**src/rtl/conv_kernel_scheduler.sv**
```systemverilog
// Shares one NxN dot-product unit across NumKernels stored kernels, one kernel per cycle per held window.
// Optional build macro CONV_KERNEL_SCHED_RELU_EN clamps negative sums to zero at issue.
module conv_kernel_scheduler #(
  parameter int N             = 3,
  parameter int BitSize       = 8,
  parameter int KernelBitSize = 1,
  parameter int NumKernels    = 4,
  localparam int KW           = $clog2(NumKernels)
) (
  input  logic                            clk,
  input  logic                            reset,
  input  logic                            k_wr_en,
  input  logic [KW-1:0]                   k_wr_idx,
  input  logic [KernelBitSize*N*N-1:0]    k_wr_data,
  input  logic                            in_valid,
  output logic                            in_ready,
  input  logic [BitSize*N*N-1:0]          in_data,
  output logic [KernelBitSize*N*N-1:0]    dot_kernel,
  output logic [BitSize*N*N-1:0]          dot_data,
  input  logic [BitSize-1:0]              dot_sum,
  output logic                            out_valid,
  input  logic                            out_ready,
  output logic [BitSize-1:0]              out_sum,
  output logic [KW-1:0]                   out_kidx,
  output logic                            out_last,
  output logic                            busy
);

  localparam int KWidth = KernelBitSize * N * N;
  localparam int DWidth = BitSize * N * N;

  typedef enum logic {
    IDLE = 1'b0,
    RUN  = 1'b1
  } state_t;

  state_t              state_q, state_d;
  logic [KW-1:0]       kidx_q, kidx_d;
  logic [DWidth-1:0]   win_q, win_d;
  logic [KWidth-1:0]   bank_q [NumKernels];
  logic [KWidth-1:0]   bank_d [NumKernels];
  logic                out_valid_q, out_valid_d;
  logic [BitSize-1:0]  out_sum_q, out_sum_d;
  logic [KW-1:0]       out_kidx_q, out_kidx_d;
  logic                out_last_q, out_last_d;
  logic                issue;
  logic                last_kernel;
  logic [BitSize-1:0]  issue_sum;

`ifdef CONV_KERNEL_SCHED_RELU_EN
  assign issue_sum = dot_sum[BitSize-1] ? '0 : dot_sum;
`else
  assign issue_sum = dot_sum;
`endif

  always_comb begin
    state_d     = state_q;
    kidx_d      = kidx_q;
    win_d       = win_q;
    bank_d      = bank_q;
    out_valid_d = out_valid_q;
    out_sum_d   = out_sum_q;
    out_kidx_d  = out_kidx_q;
    out_last_d  = out_last_q;
    in_ready    = (state_q == IDLE) && !reset;
    issue       = (state_q == RUN) && (!out_valid_q || out_ready);
    last_kernel = (kidx_q == KW'(NumKernels - 1));

    // Out-of-range slot indices match no entry and are dropped.
    for (int unsigned i = 0; i < NumKernels; i++) begin
      if (k_wr_en && (k_wr_idx == KW'(i))) begin
        bank_d[i] = k_wr_data;
      end
    end

    case (state_q)
      IDLE: begin
        if (in_valid && in_ready) begin
          win_d   = in_data;
          kidx_d  = '0;
          state_d = RUN;
        end
      end
      RUN: begin
        if (issue) begin
          out_sum_d   = issue_sum;
          out_kidx_d  = kidx_q;
          out_last_d  = last_kernel;
          out_valid_d = 1'b1;
          if (last_kernel) begin
            kidx_d  = '0;
            state_d = IDLE;
          end else begin
            kidx_d = kidx_q + KW'(1);
          end
        end
      end
      default: state_d = IDLE;
    endcase

    if (out_valid_q && out_ready && !issue) begin
      out_valid_d = 1'b0;
    end
  end

  always_ff @(posedge clk) begin
    if (reset) begin
      state_q     <= IDLE;
      kidx_q      <= '0;
      win_q       <= '0;
      out_valid_q <= 1'b0;
      out_sum_q   <= '0;
      out_kidx_q  <= '0;
      out_last_q  <= 1'b0;
      for (int unsigned i = 0; i < NumKernels; i++) begin
        bank_q[i] <= '0;
      end
    end else begin
      state_q     <= state_d;
      kidx_q      <= kidx_d;
      win_q       <= win_d;
      out_valid_q <= out_valid_d;
      out_sum_q   <= out_sum_d;
      out_kidx_q  <= out_kidx_d;
      out_last_q  <= out_last_d;
      bank_q      <= bank_d;
    end
  end

  assign dot_data   = win_q;
  assign dot_kernel = bank_q[(state_q == RUN) ? kidx_q : '0];
  assign out_valid  = out_valid_q;
  assign out_sum    = out_sum_q;
  assign out_kidx   = out_kidx_q;
  assign out_last   = out_last_q;
  assign busy       = (state_q == RUN);

endmodule

```
**config.mk**
```make
export PLATFORM = sky130hd
export DESIGN_NAME = conv_kernel_scheduler
export DESIGN_NICKNAME = d
export VERILOG_FILES = /design/src/rtl/conv_kernel_scheduler.sv
export SDC_FILE = /design/constraint.sdc
export NUM_CORES = 1
export LEC_CHECK = 0
export ABC_AREA = 1
export CORE_AREA = 2 2 130 132
export DETAILED_ROUTE_END_ITERATION = 10
export DIE_AREA = 0 0 132 134
export GPL_ROUTABILITY_DRIVEN = 0
export PLACE_DENSITY_LB_ADDON = 0.05
export REMOVE_ABC_BUFFERS = 1
export SLEW_MARGIN = 20
export SYNTH_ARGS = -nofsm -noshare
export SYNTH_HDL_FRONTEND = slang
export SYNTH_SLANG_ARGS = --single-unit
```
**constraint.sdc**
```tcl
create_clock -name clk -period 1.3 [get_ports clk]
set_input_delay 0.26 -clock clk [delete_from_list [all_inputs] [get_ports clk]]
set_output_delay 0.26 -clock clk [all_outputs]
set_load 0.05 [all_outputs]
```
==> results.toml, run 1 <==
[global_routing]
grt-ovfl-total = 0
antenna_found_initial = 1
grt_pass1_wl_um = 25200
grt_pass1_vias = 4909
grt_use_total_pct = 17.9
grt_max_degree = 68

[sta]
layout_setup_ws_ps = -529
relSlewSlack_pct = 73.1
fin_crit_sh_pct = 141
fin_crit_ps = 1830
final.setup.tns_ps = -22200
max_freq_mhz = 547
rsz0062_at_grt = "yes"
drv_slew = 0
hold_ws_ps = 262
hold_viol_final = 0
worst_pin_slew_ps = 403
finalSetupViolCount = 86
finalClockSkew_ps = 4.96

[floorplan]
die_w_um = 132
start_util_pct = 29.7
core.rowCount = 47
coreArea_sq_mm = 0.0163
die_area_sq_mm = 0.0177
dieHeight_um = 134
ios = 191

[power]
leakage_nw = 4.22
power_frac_seq_pct = 34.8
p_int_w = 0.00874
swShare_pct = 30.1
comb_power_share_pct = 28.7
clockPowerShare_pct = 36.5
vdd_drop_max_v = 0.000872
p_total_w = 0.0125
p_sw_w = 0.00376
power.density_mw_per_mm2 = 1310

[min_path]
hold_path.class = "input port to flip-flop"
min-delay-start = "in_valid"

[synth]
synth_seq_cells = 123
synth.distinct_cells = 18
ys_warn_count = 0
syn_inst = 633
synth-seq-area-share_pct = 51.0
syn_area_sq_mm = 0.00483
syn_avg_cell_area_sq_um = 7.63

[clock_network]
htreeDepth = 4
cts-root-buf = "clkbuf_16"
cts-hold-fix-buffers = 0
clk_path_buf_depth = 2
cts_buffers = 17
cts_tree = "yes"
clock_sinks = 123
clock_latency_ps = 420
clkTransAtPathRegs_ps = 50

[critical_path]
criticalPathCategory = "flip-flop to output pin"
arrival_ps = 1570
reg2reg_from = "busy"
worst_setup_path_start_kind = "flip-flop"
critical_path_required_ps = 1040
cp-end-kind = "output pin"
cp_max_fo = 9
cp-startpoint = "kidx_q[0]"

[routing]
wl_per_cell_um = 16.2
finalWirelength_um = 17800
antenna_left = 0
drt-initial-drc-count = 354
via_per_inst = 4.67
dr.max_layer_used = "met5"
firstDrtPassIters = 5
num_vias = 5126
met1_length_um = 7070
drt_drc_violations_left = 0
wl_met2_um = 8660
route.met3.wl_um = 1780

[placed_design]
port_buffers = 190
post-dp-hpwl_um = 10700
post-place-ws_ps = -350

[layout]
drive_gt1_share_pct = 31.5
nFillCells = 1453
diodes = 0
fin_nets = 962
syn_to_final_growth_pct = 98.0

[run]
cap_violations = 0

[status]
status = "finished, violations left"
violations = "negative setup slack"
## worst max-delay path, stage by stage (launching register included)
cell and delay [ps]:
dfxtp_4 360, nand2_8 120, clkbuf_16 170, nand2_1 60
o211ai_1 70, o21ai_1 80, buf_4 140, buf_12 140
## logic make-up after synthesis
| family | count (synthesis) | share of synthesized area, % |
|---|---|---|
| compound gates | 68 | 7.51 |
| flops | 123 | 51.0 |
| simple gates | 367 | 33.2 |
| fa+ha+maj | 1 | 0.259 |
| buf+inv | 74 | 8.08 |
## flip-flops by register name, summed over array words and instances (netlist names)
signal / cells
out_last: 1
busy: 1
out_sum: 8
kidx_q: 2
bank_q: 36
out_kidx: 2
out_valid: 1
dot_data: 72
## synthesized netlist by cell type (all sizes together)
| library cell | number | area [sq um] |
|---|---|---|
| ha | 1 | 12.5 |
| nand2 | 124 | 470 |
| buf | 36 | 248 |
| nor2 | 93 | 372 |
| a21oi | 5 | 25.0 |
| o21ai | 54 | 270 |
| o211ai | 9 | 67.6 |
| dfxtp | 123 | 2460 |
| nand3 | 150 | 761 |
| clkbuf | 8 | 30.0 |
| inv | 30 | 113 |
## repair_timing
action / CTS / global route
endpoints found under the setup margin: 11 / 87
pin swaps: 1 / 18
gates cloned: 0 / 19
setup buffers: 2 / 8
gates resized for setup: 13 / 114
## final cells by class
cell class	instances	area, sq um	area share, %
Clock buffer	23	468	4.89
Clock inverter	9	95.1	0.994
Inverter	30	114	1.19
Multi-Input combinational cell	437	2340	24.5
Sequential cell	123	2470	25.8
Tap cell	220	275	2.88
Timing Repair Buffer	256	3790	39.7
## path summary, 6_finish.rpt
kind	cells past startpoint	end	slack [ps]
setup / recovery	7	dot_kernel[3]	-530
hold / removal	3	dot_data[16]	260
setup reg to reg	10	dot_data[58]	-290
hold reg to reg	2	bank_q[27]	490
## per-stage QoR
stage	utilization (%)	cells	instance area, sq um
3_5_place_dp	49.7	1041	8090
5_1_grt	58.7	1098	9560
3_3_place_gp	49.7	1041	8090
4_1_cts	53.3	1075	8680
6_report	58.7	1098	9560
2_1_floorplan	-	589	4550
## cell usage in the layout, fill, tap and decap left out, drive strengths merged, types with 8 or more instances in the layout
cell,n
clkdlybuf4s50,94
inv,29
o21ai,54
dfxtp,123
nand3,150
nand2,125
nor2,93
buf,149
clkbuf,36
clkinv,8
o211ai,9
## power by group through the flow
stage / clock network, W / registers [W] / logic (W)
CTS: 0.00466 / 0.00432 / 0.00321
floorplan: 0 / 0.00503 / 0.000639
global route: 0.00484 / 0.00439 / 0.00377
finish: 0.00456 / 0.00435 / 0.00358
detailed placement: 0 / 0.00440 / 0.00317
global placement: 0 / 0.00438 / 0.00315
## metal layers
layer,global-route usage [%],vias to the layer above
met3,9.83,25
li1,-,2545
met2,28.5,185
met4,6.40,2
met1,20.3,2369
met5,0,-
Note: power is estimated with default switching activity, not from simulation.
==> inputs of run 2 (changes only) <==
CORE_AREA = 2 2 109 111   (was 2 2 130 132)
DIE_AREA = 0 0 111 113   (was 0 0 132 134)
==> results.toml, run 2 (synthesis results as in run 1) <==
[status]
status = "finished, violations left"
violations = "negative setup slack"

[clock_network]
clock_latency_ps = 420
clkTransAtPathRegs_ps = 50
clk_path_buf_depth = 2
cts_tree = "yes"
clock_sinks = 123
htreeDepth = 4
cts-root-buf = "clkbuf_16"
cts_buffers = 17

[power]
power.density_mw_per_mm2 = 1270
vdd_drop_max_v = 0.00113
leakage_nw = 4.28
p_total_w = 0.0124

[layout]
drive_gt1_share_pct = 36.6
final_common_cell = "dfxtp_1"
diodes = 0
fin_nets = 966
largest_reg_flops = 72
syn_to_final_growth_pct = 102
nFillCells = 535
final_cell_mix = "dfxtp_1 (116), nand2_1 (105), buf_12 (105)"

[critical_path]
cp_max_fo = 6
critical_path_required_ps = 1040
worst_setup_path_start_kind = "flip-flop"
r2r_slack_ps = -390
cp_slowest_stage_delay_ps = 380
arrival_ps = 1570
cp-end-kind = "output pin"
worstPathCellList = "nand2_8 > buf_12 > nand2_2 > o21ai_1 > o21ai_1 > clkbuf_16"
rr_worst_depth = 10
criticalPathCategory = "flip-flop to output pin"
worst_path_max_delay_cell = "dfxtp_4"
cp_common_cell = "o21ai_1"

[placed_design]
port_buffers = 190
post-place-ws_ps = -285
post-dp-hpwl_um = 10600

[sta]
final.setup.tns_ps = -28500
hold_viol_final = 0
max_freq_mhz = 545
fin_crit_ps = 1830
finalClockSkew_ps = 7.52
rsz0062_at_grt = "yes"
worst_pin_slew_ps = 387
hold_ws_ps = 354
finalSetupViolCount = 96
drv_slew = 0
fin_crit_sh_pct = 141
layout_setup_ws_ps = -535
relSlewSlack_pct = 74.2

[global_routing]
grt_pass1_vias = 5450
grt_pass1_wl_um = 27400
grt-ovfl-total = 0
grt_use_total_pct = 27.6
grt_max_degree = 73
antenna_found_initial = 0

[min_path]
min_path_cells = 4
hold_path.class = "input port to flip-flop"

[routing]
drt_drc_violations_left = 0
via_per_inst = 5.43
wl_per_cell_um = 20.2
num_vias = 5553
drt-initial-drc-count = 332
antenna_left = 0
finalWirelength_um = 20600
firstDrtPassIters = 5

[floorplan]
coreArea_sq_mm = 0.0113
dieHeight_um = 113
core.rowCount = 39
ios = 191
die_w_um = 111
die_area_sq_mm = 0.0125
start_util_pct = 42.9

[run]
cap_violations = 0
## run 2: final cells by class
class	count	area (sq um)	share of cell area [%]
tap	143	179	1.83
inverter	30	118	1.20
clock inverter	2	10.0	0.102
multi-input combinational	436	2580	26.4
clock buffer	28	507	5.19
timing repair buffer	260	3900	39.9
sequential	123	2480	25.3
timing repair inverter	1	6.26	0.0640
## run 2: path summary, 6_finish.rpt
check,from,end
worst min register to register,bank_q[33],bank_q[33]
worst max register to register,busy,dot_data[53]
worst min-delay path,in_valid,busy
worst max-delay path,busy,dot_kernel[2]
## run 2: timing repair
action / 4_1_cts / 5_1_grt
pin swaps: 32 / 42
gates resized for setup: 83 / 140
endpoints found under the setup margin: 61 / 96
hold buffers: 0 / 0
cloned: 9 / 10
setup buffers: 17 / 8
## run 2: worst max-delay path, delay by kind of cell (launching register included)
kind	cells	cell delay, ps
buf+inv	2	340
compound gates	2	290
simple gates	2	140
flops	1	380
## run 2: routing by layer
metal  routed length, um  global-route usage [%]
met1                7220                    29.5
met4                 808                    11.7
met3                1820                    11.6
met5                   0                       0
met2               10800                    48.3
## run 2: power by group
group / total [W] / leakage [nW] / internal, W / switching (W)
Clock: 0.00420 / 0.254 / 0.00261 / 0.00159
Sequential: 0.00439 / 1.01 / 0.00407 / 0.000324
Combinational: 0.00382 / 3.01 / 0.00187 / 0.00195
Total: 0.0124 / 4.28 / 0.00855 / 0.00386
## run 2: stage by stage
| step | utilization (%) | instances | cell area, sq um |
|---|---|---|---|
| final | 86.7 | 1023 | 9770 |
| after global routing | 86.7 | 1023 | 9770 |
| after CTS | 80.3 | 1012 | 9050 |
| after detailed placement | 70.3 | 956 | 7920 |
| after global placement | 70.3 | 956 | 7920 |
| after floorplan | - | 589 | 4550 |
==> inputs of run 3 (changes only) <==
--- a/config.mk
+++ b/config.mk
@@ -7,4 +7,5 @@
 export LEC_CHECK = 0
 export ABC_AREA = 1
+export ABC_CLOCK_PERIOD_IN_PS = 1300
 export CORE_AREA = 2 2 109 111
 export DETAILED_ROUTE_END_ITERATION = 10
@@ -12,4 +13,5 @@
 export GPL_ROUTABILITY_DRIVEN = 0
 export PLACE_DENSITY_LB_ADDON = 0.05
+export RECOVER_POWER = 25
 export REMOVE_ABC_BUFFERS = 1
 export SLEW_MARGIN = 20
==> constraint.sdc (replaced) <==
create_clock -name clk -period 1.3 [get_ports clk]
set_input_delay 0.195 -clock clk [delete_from_list [all_inputs] [get_ports clk]]
set_output_delay 0.195 -clock clk [all_outputs]
set_load 0.05 [all_outputs]
==> results.toml, run 3 (synthesis results as in run 1) <==
[clock_network]
cts-hold-fix-buffers = 0
clock_sinks = 123
clk_path_buf_depth = 2
clock_latency_ps = 420
cts_buffers = 17
clkTransAtPathRegs_ps = 50
cts_tree = "yes"
htreeDepth = 4
cts-root-buf = "clkbuf_16"

[global_routing]
grt-ovfl-total = 0
grt_use_total_pct = 25.1
grt_pass1_wl_um = 25200
grt_pass1_vias = 5110
antenna_found_initial = 0
grt_max_degree = 65

[critical_path]
worst_setup_path_start_kind = "flip-flop"
cp-end-kind = "output pin"
cp_max_fo = 16
arrival_ps = 1620
critical_path_required_ps = 1110
criticalPathCategory = "flip-flop to output pin"

[layout]
fin_nets = 955
multi_input_area_sq_mm = 0.00260
syn_to_final_growth_pct = 92.1
drive_gt1_share_pct = 35.2
finalCoreUtilization_pct = 82.3
final_cell_mix = "dfxtp_1 (121), nand2_1 (116), clkdlybuf4s50_1 (94)"
largest_reg_flops = 72
fin_cells = 1012
diodes = 0
nFillCells = 606
final_common_cell = "dfxtp_1"
regArea_sq_mm = 0.00247

[floorplan]
ios = 191
dieHeight_um = 113
coreArea_sq_mm = 0.0113
core.rowCount = 39
start_util_pct = 42.9
die_w_um = 111
die_area_sq_mm = 0.0125

[sta]
fin_crit_sh_pct = 139
relSlewSlack_pct = 69.6
layout_setup_ws_ps = -512
worst_pin_slew_ps = 456
rsz0062_at_grt = "yes"
max_freq_mhz = 552
finalSetupViolCount = 93
finalClockSkew_ps = 6.51
final.setup.tns_ps = -18800
drv_slew = 0
fin_crit_ps = 1810
hold_ws_ps = 287
hold_viol_final = 0

[power]
power_frac_seq_pct = 35.9
leakage_nw = 4.11
vdd_drop_max_v = 0.00106
p_total_w = 0.0121
p_int_w = 0.00829
swShare_pct = 31.6
clockPowerShare_pct = 34.9
power.density_mw_per_mm2 = 1300
p_sw_w = 0.00382
comb_power_share_pct = 29.3

[placed_design]
dp.cells = 955
port_buffers = 190
post-dp-hpwl_um = 10600

[routing]
firstDrtPassIters = 5
num_vias = 5504
antenna_left = 0
via_per_inst = 5.44
finalWirelength_um = 20200
drt-initial-drc-count = 465
drt_drc_violations_left = 0
wl_per_cell_um = 19.9

[min_path]
hold_path.class = "input port to flip-flop"

[run]
cap_violations = 0

[status]
status = "finished, violations left"
violations = "negative setup slack"
## run 3: cell count changes in the layout (fill, tap and decap cells not counted), moves of 4 or more
cell      delta
buf_2        +5
o21ai_2      -7
o21ai_1      -4
dfxtp_2      -4
dfxtp_1      +5
buf_6       -12
clkbuf_2    +19
o21ai_0     +11
buf_12      -24
nand3_2     +25
nand3_4      -5
nand2_2      -9
nand3_1     -20
nand2_1     +11
## run 3: cell type report
cell class | count | share of cell area (%)
Tap cell | 143 | 1.93
Clock buffer | 28 | 5.46
Sequential cell | 123 | 26.6
Timing Repair Buffer | 248 | 36.6
Multi-Input combinational cell | 438 | 28.0
Inverter | 30 | 1.31
Clock inverter | 2 | 0.108
## run 3: final timing paths
kind	startpoint	slack, ps	cells after the start	endpoint
min	in_valid	290	3	dot_data[37]
min reg2reg	dot_data[59]	460	2	dot_data[59]
max reg2reg	busy	-240	8	dot_data[51]
max	busy	-510	6	dot_kernel[8]
## run 3: per-layer routing
| metal | part of all wire, % | vias up | GRT usage (%) |
|---|---|---|---|
| li1 | - | 2543 | - |
| met1 | 36 | 2647 | 27.6 |
| met2 | 52 | 262 | 43.0 |
| met3 | 8.7 | 52 | 11.9 |
| met4 | 3.3 | 0 | 8.00 |
| met5 | 0 | - | 0 |
## run 3: per-stage QoR
step                      setup slack [ps]  area, sq um
after floorplan                      -1790         4550
after global placement                -193         7940
after detailed placement              -254         7940
after CTS                             -507         8620
after global routing                  -586         9280
final                                 -512         9280
## run 3: worst max-delay path, cell delays in order (launching register included)
cell	delay, ps
dfxtp_4	360
nand2_4	90
buf_12	160
buf_4	140
o211ai_1	160
o21ai_1	130
buf_12	170
## run 3: repair_timing
action | 4_1_cts | 5_1_grt
gates resized for setup | 21 | 149
cloned | 3 | 16
setup endpoints to repair | 14 | 97
endpoints found under the hold margin | 0 | 0
setup buffers | 4 | 5
pin swaps | 3 | 54
## run 3: power groups by stage
stage                     Clock, W  Sequential, W  Combinational (W)
after detailed placement         0        0.00440            0.00313
final                      0.00422        0.00434            0.00354
after global routing       0.00442        0.00436            0.00368
after global placement           0        0.00438            0.00308
after floorplan                  0        0.00503           0.000639
after CTS                  0.00424        0.00433            0.00325
